**src/rtl/icap_cmd_seq_pkg.sv**
```systemverilog
// icap_cmd_seq_pkg: states, ICAP command words and the type-1 packet header builder.
package icap_cmd_seq_pkg;
    typedef enum logic [3:0] {
        IDLE, PRE, HDR, WDATA, PAD, RD_TURN, RD_WAIT, RD_BACK, DESYNC, TAIL, DONE
    } state_t;
    localparam logic [15:0] DUMMY      = 16'hFFFF;
    localparam logic [15:0] SYNC0      = 16'hAA99;
    localparam logic [15:0] SYNC1      = 16'h5566;
    localparam logic [15:0] NOOP       = 16'h2000;
    localparam logic [15:0] DESYNC_CMD = 16'h000D;
    localparam logic [1:0]  OP_RD      = 2'b01;
    localparam logic [1:0]  OP_WR      = 2'b10;
    localparam logic [5:0]  CMD_ADDR   = 6'h05;
    function automatic logic [15:0] pkt_hdr(input logic [1:0] op, input logic [5:0] addr);
        return {3'b001, op, addr, 5'd1};
    endfunction
endpackage

```
**src/rtl/icap_bitswap16.sv**
```systemverilog
// icap_bitswap16: reverses the bit order inside each byte of a 16-bit word.
module icap_bitswap16 (
    input  logic [15:0] i_d,
    output logic [15:0] o_q
);
    for (genvar b = 0; b < 8; b++) begin : g_bit
        assign o_q[b]     = i_d[7-b];
        assign o_q[8+b]   = i_d[15-b];
    end
endmodule

```
**src/rtl/icap_cmd_seq.sv**
```systemverilog
// icap_cmd_seq: issues ICAP sync/header/data/desync sequences for single config register reads and writes.
// Define ICAP_CMD_SEQ_BITSWAP_EN to bit-reverse each byte of the ICAP I and O buses.
module icap_cmd_seq
    import icap_cmd_seq_pkg::*;
#(
    parameter int NOOP_PAD   = 2,
    parameter int RD_TIMEOUT = 255
) (
    input  logic        i_clk,
    input  logic        i_rst,
    input  logic        i_req_valid,
    output logic        o_req_ready,
    input  logic        i_req_write,
    input  logic [5:0]  i_req_addr,
    input  logic [15:0] i_req_data,
    output logic        o_rsp_valid,
    output logic [15:0] o_rsp_data,
    output logic        o_rsp_err,
    output logic        o_icap_ce_n,
    output logic        o_icap_write_n,
    output logic [15:0] o_icap_i,
    input  logic [15:0] i_icap_o,
    input  logic        i_icap_busy
);
    localparam logic [15:0] PAD_LAST = 16'(NOOP_PAD - 1);
    localparam logic [15:0] TO_LAST  = 16'(RD_TIMEOUT - 1);
    localparam logic [15:0] TO_MAX   = 16'(RD_TIMEOUT);

    state_t      r_state, w_nxt;
    logic [15:0] r_cnt, r_data, r_rsp_data, w_word, w_tx, w_rx;
    logic [5:0]  r_addr;
    logic        r_write, r_rsp_err, w_ce_n, w_wr_n, w_stall, w_timeout;

`ifdef ICAP_CMD_SEQ_BITSWAP_EN
    icap_bitswap16 u_swap_i (.i_d(w_word),   .o_q(w_tx));
    icap_bitswap16 u_swap_o (.i_d(i_icap_o), .o_q(w_rx));
`else
    assign w_tx = w_word;
    assign w_rx = i_icap_o;
`endif

    // A busy ICAP during any written word freezes the word and the counter.
    assign w_stall   = !w_ce_n && !w_wr_n && i_icap_busy;
    assign w_timeout = i_icap_busy && r_cnt >= TO_LAST;

    always_comb begin
        w_nxt  = r_state;
        w_ce_n = 1'b0;
        w_wr_n = 1'b0;
        w_word = DUMMY;
        case (r_state)
            IDLE: begin
                w_ce_n = 1'b1;
                if (i_req_valid) w_nxt = PRE;
            end
            PRE: begin
                w_word = r_cnt == 16'd0 ? DUMMY : r_cnt == 16'd1 ? SYNC0 : r_cnt == 16'd2 ? SYNC1 : NOOP;
                if (!i_icap_busy && r_cnt == 16'd3) w_nxt = HDR;
            end
            HDR: begin
                w_word = pkt_hdr(r_write ? OP_WR : OP_RD, r_addr);
                if (!i_icap_busy) w_nxt = r_write ? WDATA : PAD;
            end
            WDATA: begin
                w_word = r_data;
                if (!i_icap_busy) w_nxt = PAD;
            end
            PAD: begin
                w_word = NOOP;
                if (!i_icap_busy && r_cnt == PAD_LAST) w_nxt = r_write ? DESYNC : RD_TURN;
            end
            RD_TURN: begin
                w_ce_n = 1'b1;
                w_wr_n = r_cnt[0];
                if (r_cnt[0]) w_nxt = RD_WAIT;
            end
            RD_WAIT: begin
                w_wr_n = 1'b1;
                if (!i_icap_busy || r_cnt >= TO_LAST) w_nxt = RD_BACK;
            end
            RD_BACK: begin
                w_ce_n = 1'b1;
                w_wr_n = !r_cnt[0];
                if (r_cnt[0]) w_nxt = DESYNC;
            end
            DESYNC: begin
                w_word = r_cnt[0] ? DESYNC_CMD : pkt_hdr(OP_WR, CMD_ADDR);
                if (!i_icap_busy && r_cnt[0]) w_nxt = TAIL;
            end
            TAIL: begin
                w_word = NOOP;
                if (!i_icap_busy && r_cnt == PAD_LAST) w_nxt = DONE;
            end
            default: begin
                w_ce_n = 1'b1;
                w_nxt  = IDLE;
            end
        endcase
    end

    always_ff @(posedge i_clk or posedge i_rst) begin
        if (i_rst) begin
            r_state    <= IDLE;
            r_cnt      <= '0;
            r_write    <= 1'b0;
            r_addr     <= '0;
            r_data     <= '0;
            r_rsp_data <= '0;
            r_rsp_err  <= 1'b0;
        end else begin
            r_state <= w_nxt;
            r_cnt   <= (w_nxt != r_state) ? '0 :
                       (w_stall || (r_state == RD_WAIT && r_cnt == TO_MAX)) ? r_cnt : r_cnt + 16'd1;
            if (r_state == IDLE && i_req_valid) begin
                r_write    <= i_req_write;
                r_addr     <= i_req_addr;
                r_data     <= i_req_data;
                r_rsp_data <= '0;
                r_rsp_err  <= 1'b0;
            end
            if (r_state == RD_WAIT && !i_icap_busy) begin
                r_rsp_data <= w_rx;
            end else if (r_state == RD_WAIT && w_timeout) begin
                r_rsp_data <= '0;
                r_rsp_err  <= 1'b1;
            end
        end
    end

    assign o_req_ready    = r_state == IDLE;
    assign o_rsp_valid    = r_state == DONE;
    assign o_rsp_data     = r_rsp_data;
    assign o_rsp_err      = r_rsp_err;
    assign o_icap_ce_n    = w_ce_n;
    assign o_icap_write_n = w_wr_n;
    assign o_icap_i       = w_tx;
endmodule

```
**config.mk**
```make
export PLATFORM = sky130hd
export DESIGN_NAME = icap_cmd_seq
export DESIGN_NICKNAME = d
export VERILOG_FILES = /design/src/rtl/icap_cmd_seq_pkg.sv /design/src/rtl/icap_bitswap16.sv /design/src/rtl/icap_cmd_seq.sv
export SDC_FILE = /design/constraint.sdc
export NUM_CORES = 1
export LEC_CHECK = 0
export ABC_AREA = 1
export BUFFER_PORTS_ARGS = -buffer_cell sky130_fd_sc_hd__buf_2
export CAP_MARGIN = 20
export CORE_ASPECT_RATIO = 2
export CORE_MARGIN = 2
export CORE_UTILIZATION = 54
export CTS_CLUSTER_SIZE = 25
export DETAILED_ROUTE_END_ITERATION = 12
export GPL_TIMING_DRIVEN = 0
export PLACE_DENSITY = 0.8
export SYNTH_ARGS = -nofsm -noshare
export SYNTH_HDL_FRONTEND = slang
export SYNTH_SLANG_ARGS = --single-unit
```
**constraint.sdc**
```tcl
create_clock -name i_clk -period 2.1 [get_ports i_clk]
set_input_delay 0.105 -clock i_clk [delete_from_list [all_inputs] [get_ports i_clk]]
set_output_delay 0.105 -clock i_clk [all_outputs]
set_load 0.005 [all_outputs]
```
==> qor.csv <==
stage;metric;value;unit
place;Placed Area;0.00405;sq mm
clocking;TritonCTS clock tree;yes;
worst_setup_path;crit path kind;reg -> out;
floorplan;Cell Rows;41;
drt;Post-Route WL;10800;microns
synth;leading area contributor after synthesis;dfrtp_1;
timing;slew margin rel.;0.696;
synth;Netlist cell types;32;
synth;share of flip-flops with an asynchronous set or reset;1.00;
timing;skew final;0.00841;ns
cells_and_area;Antenna Cells;0;
clocking;CTS buffer count;9;
outcome;outcome;finished with violations;
floorplan;Initial Utilization;0.559;
timing;Final Hold Viols;2;
cells_and_area;Final Instance Count excl. Fillers;686;
cells_and_area;area grow syn2layout;41.3;%
drt;first-iteration detailed-routing DRC count;246;
synth;Yosys warning total;0;
clocking;# clock sinks;60;
cells_and_area;fin area;0.00498;sq mm
timing;Fin Hold WS;-0.00291;ns
timing;min Tclk post-route;2.27;ns
synth;Post-Syn Instances;454;
floorplan;core area;0.00631;sq mm
synth;syn_area_per_cell;7.77;sq um
global_route;first-pass GRT wire length;16100;microns
synth;Post-synth EDFFs;0;
floorplan;IO Pins;80;
clocking;clock buffer depth;2;
global_route;vias in the first global route;3617;
min_path;Hold Path Class;in -> reg;
timing;Worst-Margin Slew;0.456;ns
worst_setup_path;CP Data Required Time;2.00;ns
cells_and_area;commonest non-fill, non-tap cell in the layout;nand2_1;
drt;DRC;0;
global_route;pin count of the biggest net entering global routing;43;
place;placed insts;620;
drt;wire length per cell;15.8;microns
cells_and_area;most frequent cells in the layout;120 x nand2_1, 82 x buf_2, 55 x dfrtp_1, 45 x inv_1, 37 x nand3_1;
timing;Final setup viols;26;
cells_and_area;Final #Nets;642;
pwr;leakage;2.44;nW
cells_and_area;Util after Layout;0.789;
clocking;worst skew pair latency;0.33;ns
floorplan;Die Y-Extent;118;microns
drt;Final ANT Viol Nets;0;
place;PortBufs;79;
drt;drt via density;5.33;
outcome;failing checks;negative hold slack, negative setup slack;
worst_setup_path;CP arrival;2.16;ns
worst_setup_path;CP Launch Type;flip-flop;
synth;sequential fraction of the synthesis area;0.426;
synth;Synth Flop Type;dfrtp_1;
clocking;CTS HTree Levels;3;
timing;unrepaired setup endpoints after global routing;true;
place;gpl congestion;0.953;
synth;synth top area cells;dfrtp_1 43%, nand2_1 14%, inv_1 5.3%;
pwr;Max rail drop VDD;1.45;mV
pwr;PwrDens;1400;mW/mm^2
clocking;CTS root buf;clkbuf_16;
timing;setup TNS;-1.64;ns
drt;vias post-DR;3654;
synth;Synth Register Bits;60;
synth;Synth Cell Area;0.00353;sq mm
place;post-DP HPWL;6780;microns
floorplan;Die W;61.1;microns
worst_setup_path;largest fanout on the critical path;8;
synth;Syn Nets;501;
drt;DRT Pass-1 Iters;5;
floorplan;total die area;0.00723;sq mm
timing;Slew Limit Fails;0;
global_route;gr usage total;0.296;
timing;post-route setup slack;-0.170;ns
global_route;GRT overflow;0;
synth;post-synth top area share;0.426;
clocking;clock slew at reported path FFs;0.06;ns
run;max cap viols;0;
timing;max frequency;441;MHz
global_route;initial antenna violation count;0;
cells_and_area;layout cells sized above 1;0.362;
worst_setup_path;crit end category;output port;
timing;final worst-path cycle share;1.08;
## critical path, cell delays in order, from the launching register on
cell,delay [ns]
dfrtp_1,0.42
buf_6,0.15
ha_4,0.12
nand2_2,0.06
nor2_4,0.16
nor3_2,0.06
nand2_1,0.11
nand2_2,0.09
a21oi_4,0.29
o211ai_1,0.19
buf_2,0.18
## cell usage after synthesis, types with 4 or more instances
master / number
nand2_1: 127
inv_1: 50
nand3_1: 37
dfrtp_1: 60
clkbuf_1: 6
nand2_2: 12
nor2_2: 7
nor2_1: 44
buf_2: 4
ha_1: 4
nor2_4: 16
nand4_1: 7
o21ai_0: 28
xor2_1: 6
o211ai_1: 6
nand3_2: 7
xnor2_1: 5
inv_2: 6
## kinds of logic (layout without fill, tap and decap cells)
| kind of cell | Yosys count | count (layout) | share of synthesized area |
|---|---|---|---|
| AOI/OAI and AO/OA | 43 | 43 | 0.0717 |
| xor gates and xnor gates | 11 | 11 | 0.0273 |
| adders and majority gates | 4 | 4 | 0.0142 |
| buffers and inverters | 70 | 216 | 0.0848 |
| DFF | 60 | 60 | 0.426 |
| and+or+nand+nor | 266 | 266 | 0.376 |
## per-layer routing
layer	GRT usage	vias up	share of wire
li1	-	1710	-
met1	0.289	1733	0.34
met2	0.528	158	0.55
met3	0.0755	53	0.052
met4	0.159	0	0.058
met5	0	-	0
## report_power, final
group | total, W | leakage (nW) | internal (W) | switching (W)
registers | 0.00163 | 0.789 | 0.00144 | 0.000192
clock network | 0.00159 | 0.153 | 0.00107 | 0.000524
logic | 0.00375 | 1.50 | 0.00153 | 0.00222
total | 0.00698 | 2.44 | 0.00404 | 0.00294
## cell type report
class                   instances  area [sq um]
well taps                      86           108
plain buffers                  14          97.6
flip-flops and latches         60          1510
multi-input cells             324          1860
clock buffers                  12           246
clock inverters                 4          72.6
repair buffers                130           868
fillers                       424          1330
inverters                      56           220
## sequential cells by signal (all words and copies together), names as in the netlist
signal and flops:
r_cnt 16, r_addr 6, r_write 1, o_rsp_data 16
r_data 16, r_state 4, o_rsp_err 1
## final timing paths
check                                   start             end  slack (ns)  cells after the start
worst max-delay path                 r_cnt[0]     o_icap_i[6]       -0.17                     10
worst min-delay path            i_req_data[7]       r_data[7]      -0.003                      3
worst max register to register       r_cnt[0]        r_cnt[7]       -0.07                     16
worst min register to register      r_data[1]       r_data[1]        0.48                      2
max in group asynchronous               i_rst        r_cnt[2]        1.20                      4
min in group asynchronous               i_rst  o_rsp_data[14]        0.32                      3
## stage by stage
stage | power (W) | worst slack (ns)
after floorplan | 0.00347 | 0.191
after global placement | 0.00435 | -0.221
after detailed placement | 0.00441 | -0.156
after CTS | 0.00635 | 0.0107
after global routing | 0.00731 | -0.212
final | 0.00698 | -0.170
## what timing repair did
action | in CTS | in global routing
pin swaps | 4 | 11
endpoints found under the setup margin | 31 | 29
gates resized for setup | 18 | 34
endpoints found under the hold margin | 38 | 0
hold buffers | 21 | 0
buffers inserted | 5 | 24
cloned | 0 | 1
(Power assumes the default switching activity.)
